## src/rtl/divider_cmd_ctrl_if.sv

```systemverilog
// Command and response valid/ready channels between a requester and divider_cmd_ctrl.
// The master side issues commands and sinks response beats; the slave side is the controller.
interface divider_cmd_ctrl_if #(
  parameter int unsigned DATA_W = 64
);
  logic                   cmd_valid;
  logic                   cmd_ready;
  logic [2*DATA_W+15:0]   cmd_data;
  logic                   rsp_valid;
  logic                   rsp_ready;
  logic [DATA_W+7:0]      rsp_data;

  modport master (
    output cmd_valid,
    output cmd_data,
    output rsp_ready,
    input  cmd_ready,
    input  rsp_valid,
    input  rsp_data
  );

  modport slave (
    input  cmd_valid,
    input  cmd_data,
    input  rsp_ready,
    output cmd_ready,
    output rsp_valid,
    output rsp_data
  );
endinterface

```

## src/rtl/divider_cmd_ctrl.sv

```systemverilog
// Command/response front end for the iterative divider core: sizes operands, runs the core, returns tagged beats.
// Define DIVIDER_CMD_STATS_EN to add saturating stat_ok/stat_err completion counters.
module divider_cmd_ctrl #(
  parameter int unsigned DATA_W  = 64,
  parameter bit          SIGNED  = 1'b0,
  parameter int unsigned TIMEOUT = 255
) (
  input  logic                 divider_clk,
  input  logic                 reset_n,
  divider_cmd_ctrl_if.slave    bus,
  output logic                 core_reset_n,
  output logic                 core_start,
  output logic [DATA_W-1:0]    core_num,
  output logic [DATA_W-1:0]    core_den,
  input  logic                 core_done,
  input  logic [DATA_W-1:0]    core_quo,
  input  logic [DATA_W-1:0]    core_rem
`ifdef DIVIDER_CMD_STATS_EN
  ,
  output logic [15:0]          stat_ok,
  output logic [15:0]          stat_err
`endif
);

  localparam int unsigned NB    = DATA_W / 8;
  localparam int unsigned CNT_W = 16;
  localparam int unsigned RSP_W = DATA_W + 8;

  localparam logic [7:0] TAG_QUO      = 8'h0A;
  localparam logic [7:0] TAG_REM      = 8'h0B;
  localparam logic [7:0] TAG_TIMEOUT  = 8'hED;
  localparam logic [7:0] TAG_BAD_CODE = 8'hEE;
  localparam logic [7:0] TAG_DIV_ZERO = 8'hEF;

  typedef enum logic [2:0] {
    ST_IDLE,
    ST_CLEAR,
    ST_START,
    ST_WAIT,
    ST_SEND_Q,
    ST_SEND_R,
    ST_ERR
  } state_e;

  state_e              state_q, state_d;
  logic                cmd_ready_q, cmd_ready_d;
  logic                rsp_valid_q, rsp_valid_d;
  logic [RSP_W-1:0]    rsp_data_q, rsp_data_d;
  logic [DATA_W-1:0]   rem_q, rem_d;
  logic [CNT_W-1:0]    cnt_q, cnt_d;
  logic                core_reset_n_d;
  logic                core_start_d;
  logic [DATA_W-1:0]   num_d, den_d;

  logic [7:0]          code;
  logic [DATA_W-1:0]   num_raw, den_raw;
  logic [DATA_W-1:0]   num_ext, den_ext;
  logic                code_ok;
  logic                unused_rsvd;

  assign code        = bus.cmd_data[2*DATA_W+7 -: 8];
  assign num_raw     = bus.cmd_data[2*DATA_W-1 -: DATA_W];
  assign den_raw     = bus.cmd_data[DATA_W-1:0];
  assign unused_rsvd = ^bus.cmd_data[2*DATA_W+15 -: 8];

  assign bus.cmd_ready = cmd_ready_q;
  assign bus.rsp_valid = rsp_valid_q;
  assign bus.rsp_data  = rsp_data_q;

  // Keep the low 8k bits and fill above them with zero or the sign bit at 8k-1.
  function automatic logic [DATA_W-1:0] extend_op(input logic [DATA_W-1:0] v, input logic [7:0] k);
    logic [DATA_W-1:0] r;
    logic              s;
    int unsigned       w;
    w = 32'(k) << 3;
    s = 1'b0;
    for (int unsigned b = 0; b < NB; b++) begin
      if (32'(k) == b + 1) s = v[8*b+7];
    end
    for (int unsigned i = 0; i < DATA_W; i++) begin
      r[i] = (i < w) ? v[i] : (SIGNED & s);
    end
    return r;
  endfunction

  assign num_ext = extend_op(num_raw, code);
  assign den_ext = extend_op(den_raw, code);
  assign code_ok = (code != 8'd0) && (32'(code) <= NB);

  // Next-state and next-output logic; every registered output is computed here.
  always_comb begin
    state_d        = state_q;
    cmd_ready_d    = cmd_ready_q;
    core_reset_n_d = core_reset_n;
    core_start_d   = 1'b0;
    num_d          = core_num;
    den_d          = core_den;
    rsp_valid_d    = rsp_valid_q;
    rsp_data_d     = rsp_data_q;
    rem_d          = rem_q;
    cnt_d          = cnt_q;

    unique case (state_q)
      ST_IDLE: begin
        cmd_ready_d    = 1'b1;
        core_reset_n_d = 1'b1;
        rsp_valid_d    = 1'b0;
        if (bus.cmd_valid && cmd_ready_q) begin
          cmd_ready_d = 1'b0;
          num_d       = num_ext;
          den_d       = den_ext;
          if (!code_ok) begin
            state_d     = ST_ERR;
            rsp_valid_d = 1'b1;
            rsp_data_d  = {TAG_BAD_CODE, {DATA_W{1'b0}}};
          end else if (den_ext == '0) begin
            state_d     = ST_ERR;
            rsp_valid_d = 1'b1;
            rsp_data_d  = {TAG_DIV_ZERO, {DATA_W{1'b0}}};
          end else begin
            state_d        = ST_CLEAR;
            core_reset_n_d = 1'b0;
          end
        end
      end

      ST_CLEAR: begin
        state_d        = ST_START;
        core_reset_n_d = 1'b1;
        core_start_d   = 1'b1;
      end

      ST_START: begin
        state_d = ST_WAIT;
        cnt_d   = '0;
      end

      // A done seen on the timeout cycle still yields a normal result.
      ST_WAIT: begin
        cnt_d = cnt_q + CNT_W'(1);
        if (core_done) begin
          state_d     = ST_SEND_Q;
          rsp_valid_d = 1'b1;
          rsp_data_d  = {TAG_QUO, core_quo};
          rem_d       = core_rem;
        end else if (cnt_d == CNT_W'(TIMEOUT)) begin
          state_d     = ST_ERR;
          rsp_valid_d = 1'b1;
          rsp_data_d  = {TAG_TIMEOUT, {DATA_W{1'b0}}};
        end
      end

      ST_SEND_Q: begin
        if (bus.rsp_ready) begin
          state_d    = ST_SEND_R;
          rsp_data_d = {TAG_REM, rem_q};
        end
      end

      ST_SEND_R, ST_ERR: begin
        if (bus.rsp_ready) begin
          state_d     = ST_IDLE;
          rsp_valid_d = 1'b0;
          rsp_data_d  = '0;
          cmd_ready_d = 1'b1;
        end
      end

      default: begin
        state_d = ST_IDLE;
      end
    endcase
  end

  // State and output registers.
  always_ff @(posedge divider_clk or negedge reset_n) begin
    if (!reset_n) begin
      state_q      <= ST_IDLE;
      cmd_ready_q  <= 1'b1;
      core_reset_n <= 1'b0;
      core_start   <= 1'b0;
      core_num     <= '0;
      core_den     <= '0;
      rsp_valid_q  <= 1'b0;
      rsp_data_q   <= '0;
      rem_q        <= '0;
      cnt_q        <= '0;
    end else begin
      state_q      <= state_d;
      cmd_ready_q  <= cmd_ready_d;
      core_reset_n <= core_reset_n_d;
      core_start   <= core_start_d;
      core_num     <= num_d;
      core_den     <= den_d;
      rsp_valid_q  <= rsp_valid_d;
      rsp_data_q   <= rsp_data_d;
      rem_q        <= rem_d;
      cnt_q        <= cnt_d;
    end
  end

`ifdef DIVIDER_CMD_STATS_EN
  logic ok_evt, err_evt;

  assign ok_evt  = (state_q == ST_SEND_R) && bus.rsp_ready;
  assign err_evt = (state_q == ST_ERR) && bus.rsp_ready;

  // Saturating completion counters.
  always_ff @(posedge divider_clk or negedge reset_n) begin
    if (!reset_n) begin
      stat_ok  <= '0;
      stat_err <= '0;
    end else begin
      if (ok_evt && (stat_ok != 16'hFFFF))   stat_ok  <= stat_ok + 16'd1;
      if (err_evt && (stat_err != 16'hFFFF)) stat_err <= stat_err + 16'd1;
    end
  end
`endif

endmodule

```

## src/flat_wrapper.sv

```systemverilog
// flat-port wrapper written by rule: the top's interface ports become plain ports
module divider_cmd_ctrl_flat 
#(
  parameter int unsigned DATA_W  = 64,
  parameter bit          SIGNED  = 1'b0,
  parameter int unsigned TIMEOUT = 255
)
  (divider_clk, reset_n, core_reset_n, core_start, core_num, core_den, core_done, core_quo, core_rem, bus_cmd_valid, bus_cmd_data, bus_rsp_ready, bus_cmd_ready, bus_rsp_valid, bus_rsp_data);
  divider_cmd_ctrl_if #(.DATA_W(DATA_W)) bus_i ();
  input  logic divider_clk;
  input  logic reset_n;
  output logic core_reset_n;
  output logic core_start;
  output logic [DATA_W-1:0] core_num;
  output logic [DATA_W-1:0] core_den;
  input  logic core_done;
  input  logic [DATA_W-1:0] core_quo;
  input  logic [DATA_W-1:0] core_rem;
  input wire logic [$bits(bus_i.cmd_valid)-1:0] bus_cmd_valid;
  input wire logic [$bits(bus_i.cmd_data)-1:0] bus_cmd_data;
  input wire logic [$bits(bus_i.rsp_ready)-1:0] bus_rsp_ready;
  output wire logic [$bits(bus_i.cmd_ready)-1:0] bus_cmd_ready;
  output wire logic [$bits(bus_i.rsp_valid)-1:0] bus_rsp_valid;
  output wire logic [$bits(bus_i.rsp_data)-1:0] bus_rsp_data;
  assign bus_i.cmd_valid = bus_cmd_valid;
  assign bus_i.cmd_data = bus_cmd_data;
  assign bus_i.rsp_ready = bus_rsp_ready;
  assign bus_cmd_ready = bus_i.cmd_ready;
  assign bus_rsp_valid = bus_i.rsp_valid;
  assign bus_rsp_data = bus_i.rsp_data;
  divider_cmd_ctrl #(.DATA_W(DATA_W), .SIGNED(SIGNED), .TIMEOUT(TIMEOUT)) u_core (.divider_clk(divider_clk), .reset_n(reset_n), .bus(bus_i), .core_reset_n(core_reset_n), .core_start(core_start), .core_num(core_num), .core_den(core_den), .core_done(core_done), .core_quo(core_quo), .core_rem(core_rem));
endmodule
```

## config.mk

```make
export PLATFORM = sky130hd
export DESIGN_NAME = divider_cmd_ctrl_flat
export DESIGN_NICKNAME = d
export VERILOG_FILES = /design/src/rtl/divider_cmd_ctrl_if.sv /design/src/rtl/divider_cmd_ctrl.sv /design/src/flat_wrapper.sv
export SDC_FILE = /design/constraint.sdc
export NUM_CORES = 1
export LEC_CHECK = 0
export ABC_AREA = 1
export CORE_AREA = 2 2 188 190
export DETAILED_ROUTE_END_ITERATION = 7
export DIE_AREA = 0 0 190 192
export GPL_TIMING_DRIVEN = 0
export PLACE_DENSITY = 0.7
export SETUP_SLACK_MARGIN = 0.5
export SYNTH_ARGS = -nofsm -noshare
export SYNTH_HDL_FRONTEND = slang
export SYNTH_SLANG_ARGS = --single-unit
```

## constraint.sdc

```tcl
create_clock -name divider_clk -period 3.91 [get_ports divider_clk]
set_clock_uncertainty 0.2 [all_clocks]
set_input_delay 1.173 -clock divider_clk [delete_from_list [all_inputs] [get_ports divider_clk]]
set_output_delay 1.173 -clock divider_clk [all_outputs]
set_load 0.02 [all_outputs]
```

### Word-level counts from Yosys, hierarchy flattened

Index checks and enable logic that the tools add are counted.
Widths: inputs -> output; s select.

| storage, ports and cells | value |
|---|---|
| bits of input ports | 277 |
| register bits after elaboration | 287 |
| logic and storage cells | 263 |
| output and inout port bits | 204 |

| cells by class | value |
|---|---|
| reduce and logical (&&, ||, !) cells | 17 |
| add/subtract/negate cells | 1 |
| equal/unequal tests | 12 |
| magnitude comparators | 65 |
| muxes and demuxes | 158 |

Operators by type and width:

| kind | count |
|---|---|
| $mux 72 | 7 |
| $lt 6x11->1 const A | 32 |
| $pmux 72 s4 | 1 |
| $lt 5x11->1 const A | 16 |
| $mux 1 | 138 |
| $lt 4x11->1 const A | 8 |
| $logic_not 64->1 | 1 |
| $lt 3x11->1 const A | 4 |
| $pmux 16 s2 | 1 |
| $lt 1x11->1 const A | 2 |
| $lt 2x11->1 const A | 2 |
| $mux 3 | 7 |
| $pmux 3 s6 | 1 |
| $add 16x1->16 const B | 1 |
| $eq 16x8->1 const B | 1 |
| $eq 3x3->1 const B | 3 |
| $le 8x4->1 const B | 1 |
| $reduce_bool 8->1 | 1 |
| $eq 3x2->1 const B | 2 |
| $reduce_and 2->1 | 3 |
| $reduce_and 6->1 | 1 |
| $reduce_bool 2->1 | 3 |
| $ne 2x2->1 const B | 2 |
| $pmux 1 s2 | 2 |
| other kinds (12) | 13 |

### Depth between registers and ports, before layout

| logic depth | value |
|---|---|
| word-level depth | 7 |
| mapped depth | 18 |
| gate-level depth less buffers | 16 |

### Worst setup path before layout

No wires, ideal clock.

| timing path | value |
|---|---|
| path type | input to register |
| start | in bus_cmd_data[134] |
| end | reg u_core.rsp_data_q[57] (netlist: u_core.bus.rsp_data[57]) |
| arrival | 2737 ps |
| buffers on the path | 3 |
| required time | 3645 ps |
| setup time | 65 ps |
| cell stages on the path | 16 |
| slack | 908 ps |
| path through | inv_1 > nand2_1 > nor2_2 > nand2_1 > buf_2 > o21ai_0 > nand2_1 > nor2_1 > nand2_1 > nor2_1 > nand2_1 > nand3_2 > buf_2 > buf_2 > nand3_1 > nand2_1 |

| on the way | value |
|---|---|
| cells in the longest elaborated chain, start to end | 5 |
| elaborated cells between the ends (all ways) | 137 |
| those cells by class | 65 x order compare; 1 x eq/ne; 67 x mux; 4 x reduce/logical |

Ends and longest elaborated chain:

| element | RTL line | source |
|---|---|---|
| start, declared | flat_wrapper.sv:20 | `input wire logic [$bits(bus_i.cmd_data)-1:0] bus_cmd_data;` |
| $lt 1x11->1 (tied with other cells) | divider_cmd_ctrl.sv:81 | `r[i] = (i < w) ? v[i] : (SIGNED & s);` |
| $mux 1 / $logic_and 1x1->1 (equally long branches) | divider_cmd_ctrl.sv:81, divider_cmd_ctrl.sv:88 |  |
| $logic_not 64->1 / $mux 72 (equally long branches) | divider_cmd_ctrl.sv:116, divider_cmd_ctrl.sv:112 |  |
| $ne 3x3->1 (no line) / $mux 72 (equally long branches) | - |  |
| $reduce_and 6->1 (no line) / $pmux 72 s4 (equally long branches) | - |  |
| end signal, assigned | divider_cmd_ctrl.sv:196 | `rsp_data_q <= rsp_data_d;` |
| end, declared | divider_cmd_ctrl.sv:48 | `logic [RSP_W-1:0] rsp_data_q, rsp_data_d;` |

Parallel ways exist; a longest one is shown, timed or not. The select of a mux whose other input is x is not followed.
A chain may end at the register's enable or synchronous reset.

### Final worst setup path

| timing path | value |
|---|---|
| start | in bus_cmd_data[135] |
| end | reg u_core.rsp_data_q[70] (netlist: u_core.bus.rsp_data[70]) |

The elaborated chain is that of the path after synthesis.

==> flow_metrics.py <==
metrics = {
    "min_path": {
        "min_path_cells": 2,
        "hold_class": "flop to flop",
        "holdPathEnd": "u_core.bus.rsp_data[6]$_DFFE_PN0P_",
        "min-delay-start": "u_core.bus.rsp_data[6]$_DFFE_PN0P_",
    },
    "global_routing": {
        "antenna_found_initial": 2,
        "grt_pass1_wl_um": 73100,
        "grt_pass1_vias": 12900,
        "track_usage_pct": 25.8,
        "grt_overflow": 0,
        "grt_start_max_net_pins": 116,
    },
    "synthesis": {
        "synth_cell_types": 29,
        "synth_compound_area_share_pct": 2.78,
        "synth_area_leader_cell": "dfrtp_1",
        "ys_ff_latch": 283,
        "yosys_warnings": 0,
        "synth.top_cell.area_share_pct": 54.8,
        "syn_inst": 1518,
        "syn-num-nets": 1797,
        "synth_top_family_by_area": "simple AND/OR/NAND/NOR gates",
        "seq_area_frac_synth_pct": 55.0,
        "synth-simple-area-share_pct": 31.6,
        "netlist_area_mm2": 0.0129,
        "synthXorXnorAreaFrac_pct": 0.0680,
        "synth_fa_ha_area_share_pct": 0.194,
        "yosys-mux-area-fraction_pct": 5.59,
        "synth_area_leaders": "dfrtp_1 55%, nand2_1 16%, nand3_1 13%",
        "syn_area_per_cell_um2": 8.49,
    },
    "detailed_routing": {
        "ant_nets": 0,
        "dr.pass1.iters": 5,
        "vias_per_cell": 5.04,
        "num_vias": 12700,
        "drt_iter0_markers": 680,
        "avgRoutedWirePerCell_um": 19.1,
        "drc": 0,
        "wirelength_um": 48000,
    },
    "clock_network": {
        "holdBufCountCts": 0,
        "cts_tree": "built",
        "cts-root-buf": "clkbuf_16",
        "clk_pin_slew_ns": 0.06,
        "clk_latency_ns": 0.57,
        "h-tree-depth": 1,
        "clockBufferDepth": 3,
        "clock_sinks": 283,
        "cts-buffers-inserted": 31,
    },
    "floorplan": {
        "io_pins": 481,
        "rows": 68,
        "coreArea_mm2": 0.0343,
        "fp.dieW_um": 190,
        "start_util_pct": 37.6,
        "die-area_mm2": 0.0365,
        "die_h_um": 192,
    },
    "layout": {
        "final_util_pct": 56.5,
        "final_cells": 2510,
        "final_nets": 2309,
        "drive_above_1_share_pct": 8.72,
        "area_delta_synth_final_pct": 50.3,
        "fillCellCount": 3075,
    },
    "status": {
        "status": "completed",
    },
    "pwr": {
        "p_sw_share_pct": 39.9,
        "ir_drop_v": 0.000400,
        "comb_power_share_pct": 46.1,
        "p_seq_share_pct": 33.5,
        "p_per_area_mw_per_mm2": 715,
        "p_clk_share_pct": 20.4,
        "p_leak_nw": 9.26,
        "p_switching_mw": 5.52,
        "p_int_mw": 8.32,
    },
    "critical_path": {
        "worst-path-max-fanout": 10,
        "r2r_start": "u_core.state_q[1]$_DFFE_PN0P_",
        "cp.required_ns": 4.15,
        "end_kind": "flop",
        "rr_worst_depth": 10,
        "start_kind": "input port",
        "critPathKind": "input port to flop",
        "cp.arrival_ns": 3.47,
        "rrSetupSlack_ns": 0.89,
        "cp-startpoint": "bus_cmd_data[135]",
        "rr_endpoint": "u_core.core_num[1]$_DFFE_PN0P_",
    },
    "timing": {
        "tightestPinTransition_ns": 0.821,
        "hold_viol_final": 0,
        "rsz0062_at_grt": "no",
        "min_period_ns": 3.22,
        "relSlewSlack_pct": 45.3,
        "finalSetupTns_ns": 0,
        "final_max_slew_viol_count": 0,
        "holdWs_ns": 0.270,
        "finalCritPeriodShare_pct": 82.4,
        "fmax_mhz": 310,
        "setup_viol": 0,
    },
    "job": {
        "cap_violations": 0,
    },
    "placement": {
        "portBuffers": 471,
        "placedCellCount": 2446,
        "gp_congestion": 0.889,
        "dp.final_hpwl_um": 37000,
    },
}
-- placed cells by master, fill, tap and decap left out, types with 31 or more instances in the layout --
master           synthesis  routed
clkdlybuf4s50_1          0     462
o21ai_0                 47      45
dfrtp_1                282     282
mux2_2                  64      64
nand2_1                560     554
nand3_1                333     332
inv_1                   44      43
clkbuf_1                65      67
clkbuf_16                0      31
nor2_1                  45      37
-- cell families (layout without fill, tap and decap cells) --
kind of cell,Yosys count,in the layout
AO/OA/AOI/OAI,67,67
adder cells (fa/ha/maj),2,2
buffers and inverters,144,679
AND/OR/NAND/NOR,956,956
other,1,3
multiplexers,64,64
XOR/XNOR,1,1
flip-flops,283,283
-- flip-flops by register name, indices dropped and copies added (netlist names) --
name	flops
u_core.bus.cmd_ready	1
u_core.bus.rsp_data	68
u_core.bus.rsp_valid	1
u_core.cnt_q	16
u_core.core_den	64
u_core.core_num	64
u_core.core_reset_n	1
u_core.core_start	1
u_core.rem_q	64
u_core.state_q	3
-- power by group through the flow --
| stage | Clock (mW) | Combinational, mW | Sequential [mW] |
|---|---|---|---|
| after floorplan | 0 | 2.56 | 5.46 |
| after global placement | 0 | 6.25 | 4.62 |
| after detailed placement | 0 | 6.36 | 4.65 |
| after CTS | 2.88 | 6.41 | 4.62 |
| after global routing | 3.00 | 6.90 | 4.75 |
| final | 2.82 | 6.38 | 4.64 |
-- layer usage --
metal / vias up / GRT usage, % / routed length (um)
met4: 0 / 8.68 / 1640
met2: 493 / 46.9 / 24600
met1: 6041 / 29.8 / 18100
met3: 96 / 5.97 / 3640
met5: - / 0 / 0
li1: 6028 / - / -
-- timing repair --
item                                   4_1_cts  5_1_grt
gates resized for setup                     31       23
setup endpoints to repair                  140      136
pin swaps                                    2        3
buffers inserted                             3        2
endpoints found under the hold margin        0        0
cloned                                       0        1
-- cells in the mapped netlist, drive strengths merged --
| cell type | count |
|---|---|
| a211oi | 1 |
| a21oi | 3 |
| buf | 34 |
| clkbuf | 65 |
| conb | 1 |
| dfrtp | 282 |
| dfstp | 1 |
| ha | 2 |
| inv | 45 |
| mux2 | 64 |
| nand2 | 562 |
| nand3 | 334 |
| nand4 | 8 |
| nor2 | 50 |
| nor4 | 1 |
| o211ai | 1 |
| o21ai | 48 |
| o22ai | 14 |
| or2 | 1 |
| xor2 | 1 |
-- metrics by stage --
stage	instance area, um^2	worst slack (ns)	power [mW]
after floorplan	12900	0.908	8.02
after global placement	18200	-11.06	10.9
final	19400	0.687	13.8
after detailed placement	18200	-0.810	11.0
after global routing	19400	0.525	14.6
after CTS	19300	0.496	13.9
-- worst max-delay path, cell delays in order --
cell and delay [ns]:
dlygate4sd2_1 0.30, nor2_2 0.16, nand4_1 0.25, clkbuf_8 0.24, o21ai_0 0.07, nand2_1 0.08, nor2_2 0.17, nand2_2 0.09
nor2_2 0.12, nand2_2 0.09, nand3_4 0.15, nand2_4 0.11, buf_8 0.17, buf_6 0.14, nand2_1 0.06, nand2_1 0.05
-- worst max path at each step --
stage / slack, ns / endpoint / cells after the start
floorplan: 0.91 / u_core.bus.rsp_data[57]$_DFFE_PN0P_ / 16
global placement: -11.06 / u_core.core_num[22]$_DFFE_PN0P_ / 1
detailed placement: -0.81 / u_core.bus.rsp_data[61]$_DFFE_PN0P_ / 16
CTS: 0.50 / u_core.bus.rsp_data[61]$_DFFE_PN0P_ / 15
global route: 0.52 / u_core.bus.rsp_data[67]$_DFFE_PN0P_ / 18
finish: 0.69 / u_core.bus.rsp_data[70]$_DFFE_PN0P_ / 16
-- cell type report --
class	instances	area, um^2	area share (%)
Sequential cell	283	7080	36.6
Multi-Input combinational cell	1091	5260	27.2
Timing Repair Buffer	479	4820	24.9
Clock buffer	49	923	4.77
Tap cell	455	569	2.94
Buffer	99	480	2.48
Inverter	45	169	0.873
Clock inverter	7	50.0	0.259
Antenna cell	2	5.00	0.0259
Power figures use the tool's default switching activity.
==> variant 1 (same flow settings) <==
`rsp_data_q` no longer has a reset.
--- a/src/rtl/divider_cmd_ctrl.sv
+++ b/src/rtl/divider_cmd_ctrl.sv
@@ -182,7 +182,6 @@
       core_num     <= '0;
       core_den     <= '0;
       rsp_valid_q  <= 1'b0;
-      rsp_data_q   <= '0;
       rem_q        <= '0;
       cnt_q        <= '0;
     end else begin
@@ -193,10 +192,13 @@
       core_num     <= num_d;
       core_den     <= den_d;
       rsp_valid_q  <= rsp_valid_d;
-      rsp_data_q   <= rsp_data_d;
       rem_q        <= rem_d;
       cnt_q        <= cnt_d;
     end
+  end
+
+  always_ff @(posedge divider_clk) begin
+    rsp_data_q <= rsp_data_d;
   end
 
 `ifdef DIVIDER_CMD_STATS_EN
Behaviour: not the same (Yosys sat finds a counterexample within 4 cycles, from zero or initial values and one cycle with reset_n low).
==> variant 1 against the unedited design <==
Final area decreased by 1.5%. Maximum frequency decreased by 0.43%. Wire length decreased by 8.7%. Utilization decreased by 0.86 points. Sequential share of layout area increased by 2.3 points. First-iteration DRC count decreased by 8.8%. Synthesized area decreased by 4.1%. Worst hold slack improved by 0.0070 ns. Count of clock-buffer cells in the layout decreased by 13. Combinational power increased by 9.1%. Worst setup slack got worse by 0.014 ns. Total power increased by 11%. Sequential cell count unchanged. Critical path type unchanged.
==> variant 1: results (changes against the unedited design) <==
metric,value,unit,change
status,completed,,
first-pass GRT wire length,65900,um,-9.8%
Post-synth EDFFs,68,,+68
All-Layer GR Usage,0.234,,-0.0234
R2R setup slack,0.98,ns,+0.09 ns
DR WL met3,4230,um,+16%
dpl cells,2224,,-9.1%
Hold Path Depth,2,,unchanged
Synth async-reset ratio,0.760,,-0.240
initial antenna violation count,5,,+3
largest net degree at the start of global routing,109,,-6.0%
DR WL/cell,19.1,um,-0.23%
GP Congestion,0.899,,+1.2%
worst skew pair latency,0.56,ns,
GRT met1 Usage,0.258,,-0.0403
Worst slew margin,0.401,,-0.0524
Slowest cell on crit path,dlygate4sd2_1,,
vias in the first global route,11700,,-9.3%
CP bufs+invs,4,,unchanged
WP data arrival,3.31,ns,-0.16 ns
Top delay family on crit path,simple AND/OR/NAND/NOR gates,,
Ys Warns,0,,unchanged
r2r endpoint,u_core.bus.rsp_data[52],,
Highest Signal Layer,met5,,
post_cts resized,18,,-42%
DR WL met2,22300,um,-9.3%
post-synth cell types,37,,+28%
commonest cells in the netlist,"nand2_1, nand3_1, dfrtp_1",,
Root Driver,clkbuf_16,,
Detail Placement HPWL,33300,um,-9.8%
"Setup Fix Bufs, Post-CTS",5,,+2
Clock transition at path regs,0.06,ns,about the same
Adder-Cell Fraction of Synth Area,0.00203,,+0.0000828
met2 Usage GRT,0.423,,-0.0460
peak supply drop,0.434,mV,+8.4%
H-tree depth,1,,unchanged
Pleak,8.53,nW,-7.9%
RR Startpoint,u_core.cnt_q[1],,
Max Fanout on Critical Path,10,,unchanged
grt met3 use,0.0700,,+0.0102
Hold EP,u_core.core_num[45],,
fin nets,2091,,-9.4%
met1 wire length,15700,um,-13%
FF-to-FF path depth,13,,+3
top post-synthesis cells by area,"dfrtp_1, edfxtp_1, nand2_1, nand3_1, mux2_2",,
syn nets,1574,,-12%
routed vias,11300,,-11%
# fillers,2980,,-3.1%
vias per cell,4.92,,-2.4%
worst hold path startpoint,u_core.core_num[45],,
initial DRC count,620,,-8.8%
Initial DRT Pass Iterations,5,,unchanged
HP Class,flip-flop to flip-flop,,
proportion of synthesized area in mux cells,0.0583,,+0.00239
syn_area_per_cell,9.54,sq um,+12%
share of cells above drive strength 1,0.118,,+0.0304
Post-Synth XOR/XNOR Area,0.00425,,+0.00357
Most used DFF post-synth,dfrtp_1,,
sequential-to-total area share from yosys stat,0.601,,+0.0510
Compound-Gate Fraction of Synth Area,0.0276,,-0.000132
==> variant 1: cell count changes in the layout (fill, tap and decap cells not counted), moves of 13 or more <==
cell,before,now
buf_2,14,27
nand3_1,332,273
clkbuf_1,67,45
edfxtp_1,0,68
nand2_1,554,411
dfrtp_1,282,214
==> variant 1: report_power, final <==
part	total, mW	leakage [nW]	switching, mW	internal, mW
clock	3.11	0.527	1.22	1.88
combinational	6.96	4.64	3.83	3.13
sequential	5.30	3.36	0.677	4.63
==> variant 1: through the flow <==
step | hold WS (ns) | util | area, sq um | setup slack, ns
6_report | 0.277 | 0.556 | 19100 | 0.673
3_3_place_gp | 0.261 | 0.516 | 17700 | -7.96
2_1_floorplan | 0.280 | - | 12400 | 0.0953
5_1_grt | 0.295 | 0.556 | 19100 | 0.519
4_1_cts | 0.281 | 0.553 | 19000 | 0.503
3_5_place_dp | 0.264 | 0.519 | 17800 | -0.581
==> variant 1: layout make-up <==
type | count | share of cell area
diodes | 4 | 0.000525
plain buffers | 85 | 0.0224
clock buffers | 36 | 0.0427
clock inverters | 22 | 0.0142
inverters | 39 | 0.00781
multi-input cells | 888 | 0.235
flip-flops and latches | 283 | 0.389
well taps | 455 | 0.0299
repair buffers | 484 | 0.258
==> variant 1: how the worst max path moves through the flow <==
stage               cells past startpoint                       to               from
finish                                 15  u_core.bus.rsp_data[52]  bus_cmd_data[130]
global route                           15  u_core.bus.rsp_data[52]  bus_cmd_data[130]
CTS                                    17  u_core.bus.rsp_data[40]  bus_cmd_data[134]
detailed placement                     16  u_core.bus.rsp_data[33]  bus_cmd_data[134]
global placement                        1       u_core.core_num[6]            reset_n
floorplan                              14   u_core.bus.rsp_data[0]  bus_cmd_data[134]
==> variant 2 (same settings) <==
Made on the original files. `DATA_W` is set to 64 in 3 places; all go to 60.
--- a/src/rtl/divider_cmd_ctrl_if.sv
+++ b/src/rtl/divider_cmd_ctrl_if.sv
@@ -1,7 +1,7 @@
 // Command and response valid/ready channels between a requester and divider_cmd_ctrl.
 // The master side issues commands and sinks response beats; the slave side is the controller.
 interface divider_cmd_ctrl_if #(
-  parameter int unsigned DATA_W = 64
+  parameter int unsigned DATA_W = 60
 );
   logic                   cmd_valid;
   logic                   cmd_ready;
--- a/src/rtl/divider_cmd_ctrl.sv
+++ b/src/rtl/divider_cmd_ctrl.sv
@@ -1,7 +1,7 @@
 // Command/response front end for the iterative divider core: sizes operands, runs the core, returns tagged beats.
 // Define DIVIDER_CMD_STATS_EN to add saturating stat_ok/stat_err completion counters.
 module divider_cmd_ctrl #(
-  parameter int unsigned DATA_W  = 64,
+  parameter int unsigned DATA_W  = 60,
   parameter bit          SIGNED  = 1'b0,
   parameter int unsigned TIMEOUT = 255
 ) (
--- a/src/flat_wrapper.sv
+++ b/src/flat_wrapper.sv
@@ -1,7 +1,7 @@
 // flat-port wrapper written by rule: the top's interface ports become plain ports
 module divider_cmd_ctrl_flat 
 #(
-  parameter int unsigned DATA_W  = 64,
+  parameter int unsigned DATA_W  = 60,
   parameter bit          SIGNED  = 1'b0,
   parameter int unsigned TIMEOUT = 255
 )
Interface: changed (6 resized); port bits go from 481 to 453. No check against the original RTL was run, so the function may have changed too.
==> variant 2 against the unedited design <==
Critical endpoint is now u_core.bus.rsp_data[22]. Worst hold slack about the same. Wire length fell by 6.7%. Clock power rose by 2%. Sequential cell count fell by 16. Worst setup slack worse by 0.14 ns. Cell count decreased by 3.4%. Final area down 4.3%. Synthesized area is 5.1% lower. Total power decreased by 3.0%.
==> variant 2: results (changes against the unedited design) <==
metric,value,unit,change
routed vias,12100,,-4.6%
comb_multi_in,1045,,-4.2%
GP Congestion,0.875,,-1.6%
first-pass GRT wire length,67300,um,-7.8%
initial DRC count,720,,+5.9%
sequential share of power,0.328,,-0.007
commonest cells in the netlist,"nand2_1, nand3_1, dfrtp_1",,
CP max stage delay,0.50,ns,+0.20 ns
fraction of area in registers,0.361,,-0.00513
FFs & Latches,267,,-5.7%
clk tree area frac,0.0547,,+0.00443
Routed WL,44800,um,-6.7%
met1 wire length,17900,um,-1.5%
initial antenna violation count,9,,+7
clock power share,0.214,,+0.010
Multi-input gate area,4970,sq um,-5.4%
Clk power,2.87,mW,+2%
DR WL/cell,18.5,um,-3.5%
All-Layer GR Usage,0.237,,-0.0204
peak supply drop,0.444,mV,+11%
Slowest cell on crit path,clkdlybuf4s50_1,,
status,completed,,
fin nets,2203,,-4.6%
syn nets,1721,,-4.2%
clock buffer count,41,,-16%
-- variant 2: changes by cell type in the layout (fill, tap and decap cells not counted), sizes merged, moves of 3 or more --
cell,unedited run,this run
buf,44,58
nor2,50,67
nand2,562,527
a21oi,3,14
o21ai,48,51
clkdlybuf4s50,462,437
nand3,334,310
clkbuf,113,90
dfrtp,282,266
mux2,64,51
diode,2,8
clkinv,6,11
dlygate4sd2,5,0
-- variant 2: timing repair --
item / CTS / global route
gates cloned: 0 / 1
resized for setup: 9 / 47
hold endpoints to repair: 0 / 0
pin swaps: 1 / 6
setup buffers: 1 / 3
endpoints found under the setup margin: 60 / 76
-- variant 2: metrics by stage --
stage                     setup TNS [ns]  utilization
after floorplan                        0            -
after global placement          -2757.44        0.502
after detailed placement          -14.98        0.504
after CTS                              0        0.535
after global routing                   0        0.540
final                                  0        0.540
-- variant 2: worst paths after layout --
| kind | end | slack [ns] | cells after the start |
|---|---|---|---|
| max | u_core.bus.rsp_data[22] | 0.55 | 15 |
| min | u_core.bus.rsp_data[55] | 0.27 | 2 |
| max reg2reg | u_core.core_den[18] | 0.94 | 11 |
| min reg2reg | u_core.bus.rsp_data[55] | 0.27 | 2 |
| max in group asynchronous | u_core.cnt_q[7] | 2.29 | 2 |
| min in group asynchronous | u_core.bus.rsp_data[15] | 0.28 | 1 |
-- variant 2: logic make-up (layout without fill, tap and decap cells) --
family / after synthesis / count (layout) / synth area share
AO/OA/AOI/OAI: 77 / 77 / 0.0328
buffers and inverters: 146 / 650 / 0.0527
multiplexers: 51 / 51 / 0.0470
adder cells (fa/ha/maj): 2 / 2 / 0.00205
AND/OR/NAND/NOR: 914 / 914 / 0.318
flip-flops: 267 / 267 / 0.547
other: 1 / 9 / 0.000307
